===== config.mk =====
export PLATFORM = sky130hd
export DESIGN_NAME = mp_wr_ctrl
export DESIGN_NICKNAME = d
export VERILOG_FILES = /design/src/rtl/mp_wr_ctrl.sv
export SDC_FILE = /design/constraint.sdc
export NUM_CORES = 1
export LEC_CHECK = 0
export CAP_MARGIN = 20
export CELL_PAD_IN_SITES_DETAIL_PLACEMENT = 2
export CELL_PAD_IN_SITES_GLOBAL_PLACEMENT = 2
export CORE_UTILIZATION = 37
export DETAILED_ROUTE_END_ITERATION = 6
export GPL_TIMING_DRIVEN = 1
export PLACE_DENSITY = 0.83
export SETUP_SLACK_MARGIN = 0.1
export SLEW_MARGIN = 20
export SYNTH_ARGS = -nofsm -noshare
export SYNTH_HDL_FRONTEND = slang
export SYNTH_SLANG_ARGS = --single-unit

===== constraint.sdc =====
create_clock -name clk -period 2.93 [get_ports clk]
set_input_delay 0.586 -clock clk [delete_from_list [all_inputs] [get_ports clk]]
set_output_delay 0.586 -clock clk [all_outputs]
set_load 0.01 [all_outputs]

===== src/rtl/mp_wr_ctrl.sv =====
`default_nettype none
// ============================================================================
// Module   : mp_wr_ctrl
// Purpose  : Merges host (FIFO-buffered), core and interrupt writes onto one
//            registered register-file write port with region-based masking.
// Revision : 1.0
// ============================================================================
module mp_wr_ctrl #(
    parameter int                DATA_W     = 64,
    parameter int                BUS_W      = 32,
    parameter int                INST_W     = 16,
    parameter int                ADDR_W     = 16,
    parameter int                FIFO_DEPTH = 4,
    parameter logic [ADDR_W-1:0] INT_ADDR   = ADDR_W'(16'h0021)
) (
    input  logic              clk,
    input  logic              reset_n,
    input  logic              s_wr,
    input  logic [ADDR_W-1:0] s_addr,
    input  logic [BUS_W-1:0]  s_din,
    output logic              s_full,
    input  logic              core_we,
    input  logic [ADDR_W-1:0] core_addr,
    input  logic [DATA_W-1:0] to_Rd,
    input  logic              op_done,
    output logic              w_we,
    output logic [ADDR_W-1:0] w_addr,
    output logic [DATA_W-1:0] w_wData,
    output logic              ovf,
    output logic              bad_addr,
    output logic              int_pend
);

    localparam int             PTR_W    = $clog2(FIFO_DEPTH);
    localparam logic [PTR_W:0] FULL_CNT = (PTR_W+1)'(FIFO_DEPTH);
    localparam logic [3:0]     REG_DATA = 4'h0;
    localparam logic [3:0]     REG_INST = 4'h1;
    localparam logic [3:0]     REG_CONT = 4'h2;

    logic [ADDR_W-1:0] addr_mem_q [FIFO_DEPTH];
    logic [BUS_W-1:0]  data_mem_q [FIFO_DEPTH];
    logic [PTR_W-1:0]  wr_ptr_q, wr_ptr_d, rd_ptr_q, rd_ptr_d;
    logic [PTR_W:0]    count_q, count_d;
    logic              int_pend_q, int_pend_d;
    logic              w_we_q, w_we_d;
    logic [ADDR_W-1:0] w_addr_q, w_addr_d;
    logic [DATA_W-1:0] w_wData_q, w_wData_d;
    logic              ovf_q, ovf_d;
    logic              bad_addr_q, bad_addr_d;

    logic              full, push, pop, issue_int;
    logic [ADDR_W-1:0] head_addr;
    logic [BUS_W-1:0]  head_data;

    assign full      = (count_q == FULL_CNT);
    assign head_addr = addr_mem_q[rd_ptr_q];
    assign head_data = data_mem_q[rd_ptr_q];

    always_comb begin
        push       = s_wr && !full;
        issue_int  = !core_we && int_pend_q;
        pop        = !core_we && !int_pend_q && (count_q != '0);
        w_we_d     = 1'b0;
        w_addr_d   = w_addr_q;
        w_wData_d  = w_wData_q;
        bad_addr_d = 1'b0;
        if (core_we) begin
            w_we_d    = 1'b1;
            w_addr_d  = core_addr;
            w_wData_d = to_Rd;
        end else if (issue_int) begin
            w_we_d    = 1'b1;
            w_addr_d  = INT_ADDR;
            w_wData_d = DATA_W'(1'b1);
        end else if (pop) begin
            // Undefined regions are consumed silently apart from bad_addr
            case (head_addr[7:4])
                REG_DATA: begin
                    w_we_d    = 1'b1;
                    w_addr_d  = head_addr;
                    w_wData_d = DATA_W'(head_data);
                end
                REG_INST: begin
                    w_we_d    = 1'b1;
                    w_addr_d  = head_addr;
                    w_wData_d = DATA_W'(head_data[INST_W-1:0]);
                end
                REG_CONT: begin
                    w_we_d    = 1'b1;
                    w_addr_d  = head_addr;
                    w_wData_d = DATA_W'(head_data[0]);
                end
                default: bad_addr_d = 1'b1;
            endcase
        end
        ovf_d      = s_wr && full;
        int_pend_d = op_done || (int_pend_q && !issue_int);
        wr_ptr_d   = push ? wr_ptr_q + PTR_W'(1) : wr_ptr_q;
        rd_ptr_d   = pop  ? rd_ptr_q + PTR_W'(1) : rd_ptr_q;
        count_d    = count_q + (PTR_W+1)'(push) - (PTR_W+1)'(pop);
    end

    always_ff @(posedge clk or negedge reset_n) begin
        if (!reset_n) begin
            for (int i = 0; i < FIFO_DEPTH; i++) begin
                addr_mem_q[i] <= '0;
                data_mem_q[i] <= '0;
            end
            wr_ptr_q   <= '0;
            rd_ptr_q   <= '0;
            count_q    <= '0;
            int_pend_q <= 1'b0;
            w_we_q     <= 1'b0;
            w_addr_q   <= '0;
            w_wData_q  <= '0;
            ovf_q      <= 1'b0;
            bad_addr_q <= 1'b0;
        end else begin
            if (push) begin
                addr_mem_q[wr_ptr_q] <= s_addr;
                data_mem_q[wr_ptr_q] <= s_din;
            end
            wr_ptr_q   <= wr_ptr_d;
            rd_ptr_q   <= rd_ptr_d;
            count_q    <= count_d;
            int_pend_q <= int_pend_d;
            w_we_q     <= w_we_d;
            w_addr_q   <= w_addr_d;
            w_wData_q  <= w_wData_d;
            ovf_q      <= ovf_d;
            bad_addr_q <= bad_addr_d;
        end
    end

    assign s_full   = full;
    assign w_we     = w_we_q;
    assign w_addr   = w_addr_q;
    assign w_wData  = w_wData_q;
    assign ovf      = ovf_q;
    assign bad_addr = bad_addr_q;
    assign int_pend = int_pend_q;

endmodule
`default_nettype wire

==> results.json, run 1 <==
{
  "design.core.area_um2": 32700,
  "grt_pass1_wl_um": 62800,
  "synth.distinct_cells": 40,
  "slew_viol_final": 0,
  "cpPeakStageDelay_ns": 0.61,
  "cts_max_level": 1,
  "power_density_nw_per_um2": 1080,
  "chipHeight_um": 185,
  "yosys_warnings": 0,
  "grt_overflow": 0,
  "area_growth_pct": 31.5,
  "fmax_mhz": 393,
  "outcome": "complete, but fails checks",
  "power.total_w": 0.0176,
  "rsz0062_at_grt": "false",
  "avgSynthCellArea_um2": 14.4,
  "crit_type": "flip-flop to flip-flop",
  "grt.total_usage_pct": 24.5,
  "grt_pass1_vias": 10090,
  "synth_cells": 858,
  "tightest_slew_ns": 0.772,
  "syn-num-nets": 998,
  "gp_congestion": 0.700,
  "post_cts_buffers": 0,
  "synth-xor-area-share_pct": 0.354,
  "peakVddDrop_mv": 0.561,
  "whs_ns": -0.00430,
  "violations": "negative hold slack",
  "cp-start-kind": "flip-flop",
  "drt_first_pass_iters": 4,
  "wirelength_um": 41000,
  "slew_headroom_pct": 48.6,
  "grt_max_degree": 75,
  "setup_tns_ns": 0,
  "place.port_buffers": 217,
  "arrival_ns": 2.97,
  "finalSetupViolations": 0,
  "rows": 66,
  "yosys.area_share.simple_pct": 3.58,
  "cts_resized": 0,
  "vias_per_cell": 5.49,
  "fin_crit_ns": 2.54,
  "nets": 1220,
  "die_w_um": 185,
  "initial_utilization_pct": 37.8,
  "synth_top_family_by_area": "multiplexers",
  "antenna_left": 0,
  "ys_ff_latch": 283,
  "finalCritPeriodShare_pct": 86.7,
  "drive_above_1_share_pct": 31.7,
  "setup.worst_path.end_class": "flip-flop",
  "synth-adder-area-share_pct": 0.770,
  "holdBufCountCts": 0,
  "cp_max_fo": 22,
  "finish.utilization_pct": 49.7,
  "cp_slowest_cell": "a211o_2",
  "seq_area_frac_synth_pct": 57.3,
  "cp_cell_sequence": "nor4b_1 -> nor2_1 -> a211o_2 -> a221oi_1 -> a211oi_2",
  "final_cell_mix": "dfrtp_1 (281), clkdlybuf4s50_1 (215), mux2_2 (192), a22o_1 (50), mux4_2 (46)",
  "p_leak_nw": 6.82,
  "clock-sinks": 283,
  "syn_area_um2": 12400,
  "worst_ep_required_time_ns": 3.36,
  "synth_mux_area_share_pct": 25.9,
  "min-delay-path-class": "input pin to asynchronous set/reset pin",
  "max_cap_viol_count": 0,
  "clkLatencyLatePin_ns": 0.57,
  "clockBufferDepth": 3,
  "io_pins": 218,
  "pre_cts_ws_ns": 0.348,
  "cts_buffers": 31,
  "cts-root-buf": "clkbuf_16",
  "cts.reportedPaths.clkPinSlew_ns": 0.06,
  "num-fill-cells": 3074,
  "drtIter0Drc": 342,
  "dieArea_um2": 34100,
  "synth_compound_gate_area_share_pct": 9.02,
  "vias": 8493,
  "wl_per_cell_um": 26.5,
  "postLayoutSetupSlackWorst_ns": 0.388,
  "cts_tree": "done",
  "hold_violations": 2,
  "finClkSkew_ns": 0.00838,
  "drc": 0,
  "layout_commonest_cell": "dfrtp_1",
  "antenna_found_initial": 6,
  "dp_hpwl_um": 26200
}
-- path summary, 6_finish.rpt --
kind	start	endpoint	slack (ns)	cells after the start
max in group asynchronous	reset_n	addr_mem_q[61]	2.04	2
min in group clk	data_mem_q[27]	data_mem_q[27]	0.50	1
min	reset_n	w_wData[52]	-0.004	1
max reg2reg	rd_ptr_q[0]	w_wData[11]	0.39	5
min reg2reg	data_mem_q[27]	data_mem_q[27]	0.50	1
max	rd_ptr_q[0]	w_wData[11]	0.39	5
-- cells by family (layout without fill, tap and decap cells) --
logic type	Yosys count	in the layout
simple gates	96	96
xor+xnor	5	5
mux	238	238
other cells	0	4
buf+inv	91	335
flops	283	283
compound gates	138	138
fa+ha+maj	7	7
-- stage by stage --
step	cells	hold WS [ns]	instance area (um^2)
after floorplan	858	0.290	12400
after global placement	1489	0.478	15200
after detailed placement	1489	0.480	15200
after CTS	1544	0.00939	16200
after global routing	1547	0.0308	16200
final	1548	-0.00430	16200
-- registers in the layout, summed over array words and instances, names as in the netlist --
register and cells:
count_q 3, w_we 1, ovf 1, int_pend 1, wr_ptr_q 2, addr_mem_q 64
w_addr 16, data_mem_q 128, rd_ptr_q 2, bad_addr 1, w_wData 64
-- per-layer routing --
layer | up-vias | track usage, % | wire [um]
met5 | - | 0 | 27
met4 | 4 | 9.95 | 1450
met3 | 87 | 4.35 | 1970
met2 | 236 | 43.9 | 21700
met1 | 4533 | 28.9 | 15900
li1 | 3633 | - | -
-- worst max-delay path, delay by kind of cell, from the launching register on --
kind / cells / cell delay, ns
AOI/OAI and AO/OA: 3 / 1.15
DFF: 1 / 0.54
and+or+nand+nor: 2 / 0.70
-- area by class of cell --
cell class	count	area [um^2]	area share, %
sequential	283	7090	43.6
multi-input combinational	484	4920	30.3
timing repair buffer	254	2560	15.8
clock buffer	43	871	5.36
tap	442	553	3.40
clock inverter	12	139	0.855
inverter	26	97.6	0.601
antenna	4	10.0	0.0616
-- synthesized netlist by cell type (all sizes together) --
| cell type | instances | share of area, % |
|---|---|---|
| a211o | 1 | 0.071 |
| a211oi | 16 | 1.4 |
| a21o | 1 | 0.061 |
| a21oi | 32 | 1.3 |
| a221oi | 15 | 1.1 |
| a22o | 50 | 3.5 |
| a31o | 1 | 0.071 |
| a31oi | 1 | 0.051 |
| a32oi | 3 | 0.21 |
| and2 | 2 | 0.12 |
| and3 | 1 | 0.051 |
| buf | 28 | 1.2 |
| clkbuf | 37 | 1.1 |
| clkinv | 1 | 0.030 |
| dfrtp | 283 | 57 |
| fa | 1 | 0.16 |
| ha | 6 | 0.61 |
| inv | 25 | 0.76 |
| mux2 | 192 | 18 |
| mux4 | 46 | 8.4 |
| nand2 | 41 | 1.2 |
| nand3 | 36 | 1.5 |
| nor2 | 7 | 0.23 |
| nor2b | 1 | 0.051 |
| nor3 | 3 | 0.12 |
| nor4 | 1 | 0.051 |
| nor4b | 2 | 0.14 |
| o21ai | 2 | 0.081 |
| o22a | 16 | 1.1 |
| or2 | 2 | 0.10 |
| xnor2 | 4 | 0.28 |
| xor2 | 1 | 0.071 |
-- power by group --
group / switching, W / total [W] / internal (W)
clock: 0.00161 / 0.00393 / 0.00232
sequential: 0.00104 / 0.00665 / 0.00560
combinational: 0.00332 / 0.00703 / 0.00371
(Power assumes the default switching activity.)
==> run 2, diff against run 1 <==
Settings changed: CORE_MARGIN from default to 2.
==> results.json, run 2 (synthesis gave the netlist of run 1 again) <==
{
  "outcome": "completed",
  "cp-start-kind": "flip-flop",
  "fin_cells": 1538,
  "hold_violations": 0,
  "fin_crit_ns": 2.60,
  "rows": 66,
  "drc": 0,
  "grt_max_degree": 84,
  "finalSetupViolations": 0,
  "cp_max_fo": 49,
  "layout_commonest_cell": "dfrtp_1",
  "dp_cells": 1485,
  "vias_per_cell": 5.37,
  "cts_buffers": 31,
  "num-fill-cells": 3112,
  "grt.total_usage_pct": 22.3,
  "setup_tns_ns": 0,
  "clock-sinks": 283,
  "dp_hpwl_um": 25600,
  "cts.reportedPaths.clkPinSlew_ns": 0.06,
  "io_pins": 218,
  "setup.worst_path.end_class": "flip-flop",
  "power_density_nw_per_um2": 1070,
  "finish.utilization_pct": 49.4,
  "final_cell_mix": "dfrtp_1 (281), clkdlybuf4s50_1 (215), mux2_2 (192), a22o_1 (50), mux4_2 (46)",
  "initial_utilization_pct": 37.8,
  "nets": 1217,
  "fmax_mhz": 384,
  "arrival_ns": 3.02,
  "cts-root-buf": "clkbuf_16",
  "design.core.area_um2": 32700,
  "drtIter0Drc": 371,
  "max_cap_viol_count": 0,
  "slew_headroom_pct": 56.3,
  "slew_viol_final": 0,
  "finalCritPeriodShare_pct": 88.8,
  "peakVddDrop_mv": 0.530,
  "min-delay-path-class": "flip-flop to flip-flop",
  "final_area_um2": 16200,
  "largest_register": "data_mem_q",
  "clkLatencyLatePin_ns": 0.55,
  "vias": 8254,
  "wl_per_cell_um": 24.7,
  "cts_max_level": 1,
  "grt_pass1_vias": 9869,
  "grt_overflow": 0,
  "cts_tree": "done",
  "drt_first_pass_iters": 4,
  "antenna_left": 0,
  "dieArea_um2": 34900,
  "clockBufferDepth": 3,
  "die_w_um": 187,
  "chipHeight_um": 187,
  "gp_congestion": 0.755,
  "rsz0062_at_grt": "false",
  "worst_ep_required_time_ns": 3.35,
  "wirelength_um": 38000,
  "tightest_slew_ns": 0.656,
  "area_growth_pct": 30.8,
  "crit_type": "flip-flop to flip-flop",
  "drive_above_1_share_pct": 31.1,
  "antenna_found_initial": 1,
  "place.port_buffers": 217,
  "largest_reg_flops": 128,
  "p_leak_nw": 6.77,
  "finClkSkew_ns": 0.0192,
  "grt_pass1_wl_um": 60300,
  "dpl_cell_area_um2": 15200
}
==> run 2: routing by layer <==
layer | GRT usage, % | share of wire, % | vias up
met4 | 6.72 | 2.9 | 0
met3 | 3.08 | 3.2 | 63
met5 | 0 | 0 | -
met2 | 40.7 | 53 | 182
li1 | - | - | 3621
met1 | 27.2 | 41 | 4388
==> run 2: worst paths after layout <==
check	start	cells past startpoint	to	slack [ns]
worst min-delay path	w_wData[38]	1	w_wData[38]	0.50
worst max-delay path	rd_ptr_q[0]	6	w_wData[6]	0.33
worst max register to register	rd_ptr_q[0]	6	w_wData[6]	0.33
max in group asynchronous	reset_n	3	addr_mem_q[5]	1.40
min in group asynchronous	reset_n	2	w_wData[53]	0.57
worst min register to register	w_wData[38]	1	w_wData[38]	0.50
==> run 2: worst max-delay path: stages, from the launching register on <==
cell and delay, ns:
dfrtp_4 0.59, mux4_2 0.60, and2_4 0.20, a211oi_4 0.24, nor2_4 0.05, buf_4 0.33, a211oi_1 0.45
==> run 2: what timing repair did <==
| action | 4_1_cts | 5_1_grt |
|---|---|---|
| gates resized for setup | 0 | 1 |
| endpoints found under the hold margin | 47 | 0 |
| setup buffers | 0 | 0 |
| hold buffers | 1 | 0 |
| setup endpoints to repair | 0 | 2 |
==> run 2: where the power goes <==
part	internal, W	total (W)	leakage (nW)	switching (W)
Combinational	0.00365	0.00675	2.87	0.00309
Clock	0.00229	0.00384	0.488	0.00155
Sequential	0.00560	0.00662	3.41	0.00102
==> run 2: area by class of cell <==
type                    count  area, um^2  share of cell area (%)
clock inverters             5        75.1                   0.465
clock buffers              46         912                    5.64
multi-input cells         484        4930                    30.5
well taps                 442         553                    3.42
repair buffers            251        2510                    15.5
inverters                  26        97.6                   0.604
diodes                      1        2.50                  0.0155
flip-flops and latches    283        7090                    43.8
==> run 2: metrics by stage <==
stage	total power (W)	setup slack, ns	hold WS, ns
after floorplan	0.0108	0.343	0.290
after global placement	0.0130	0.429	0.477
after detailed placement	0.0135	0.194	0.480
after CTS	0.0174	0.159	0.499
after global routing	0.0182	0.169	0.518
final	0.0172	0.327	0.498
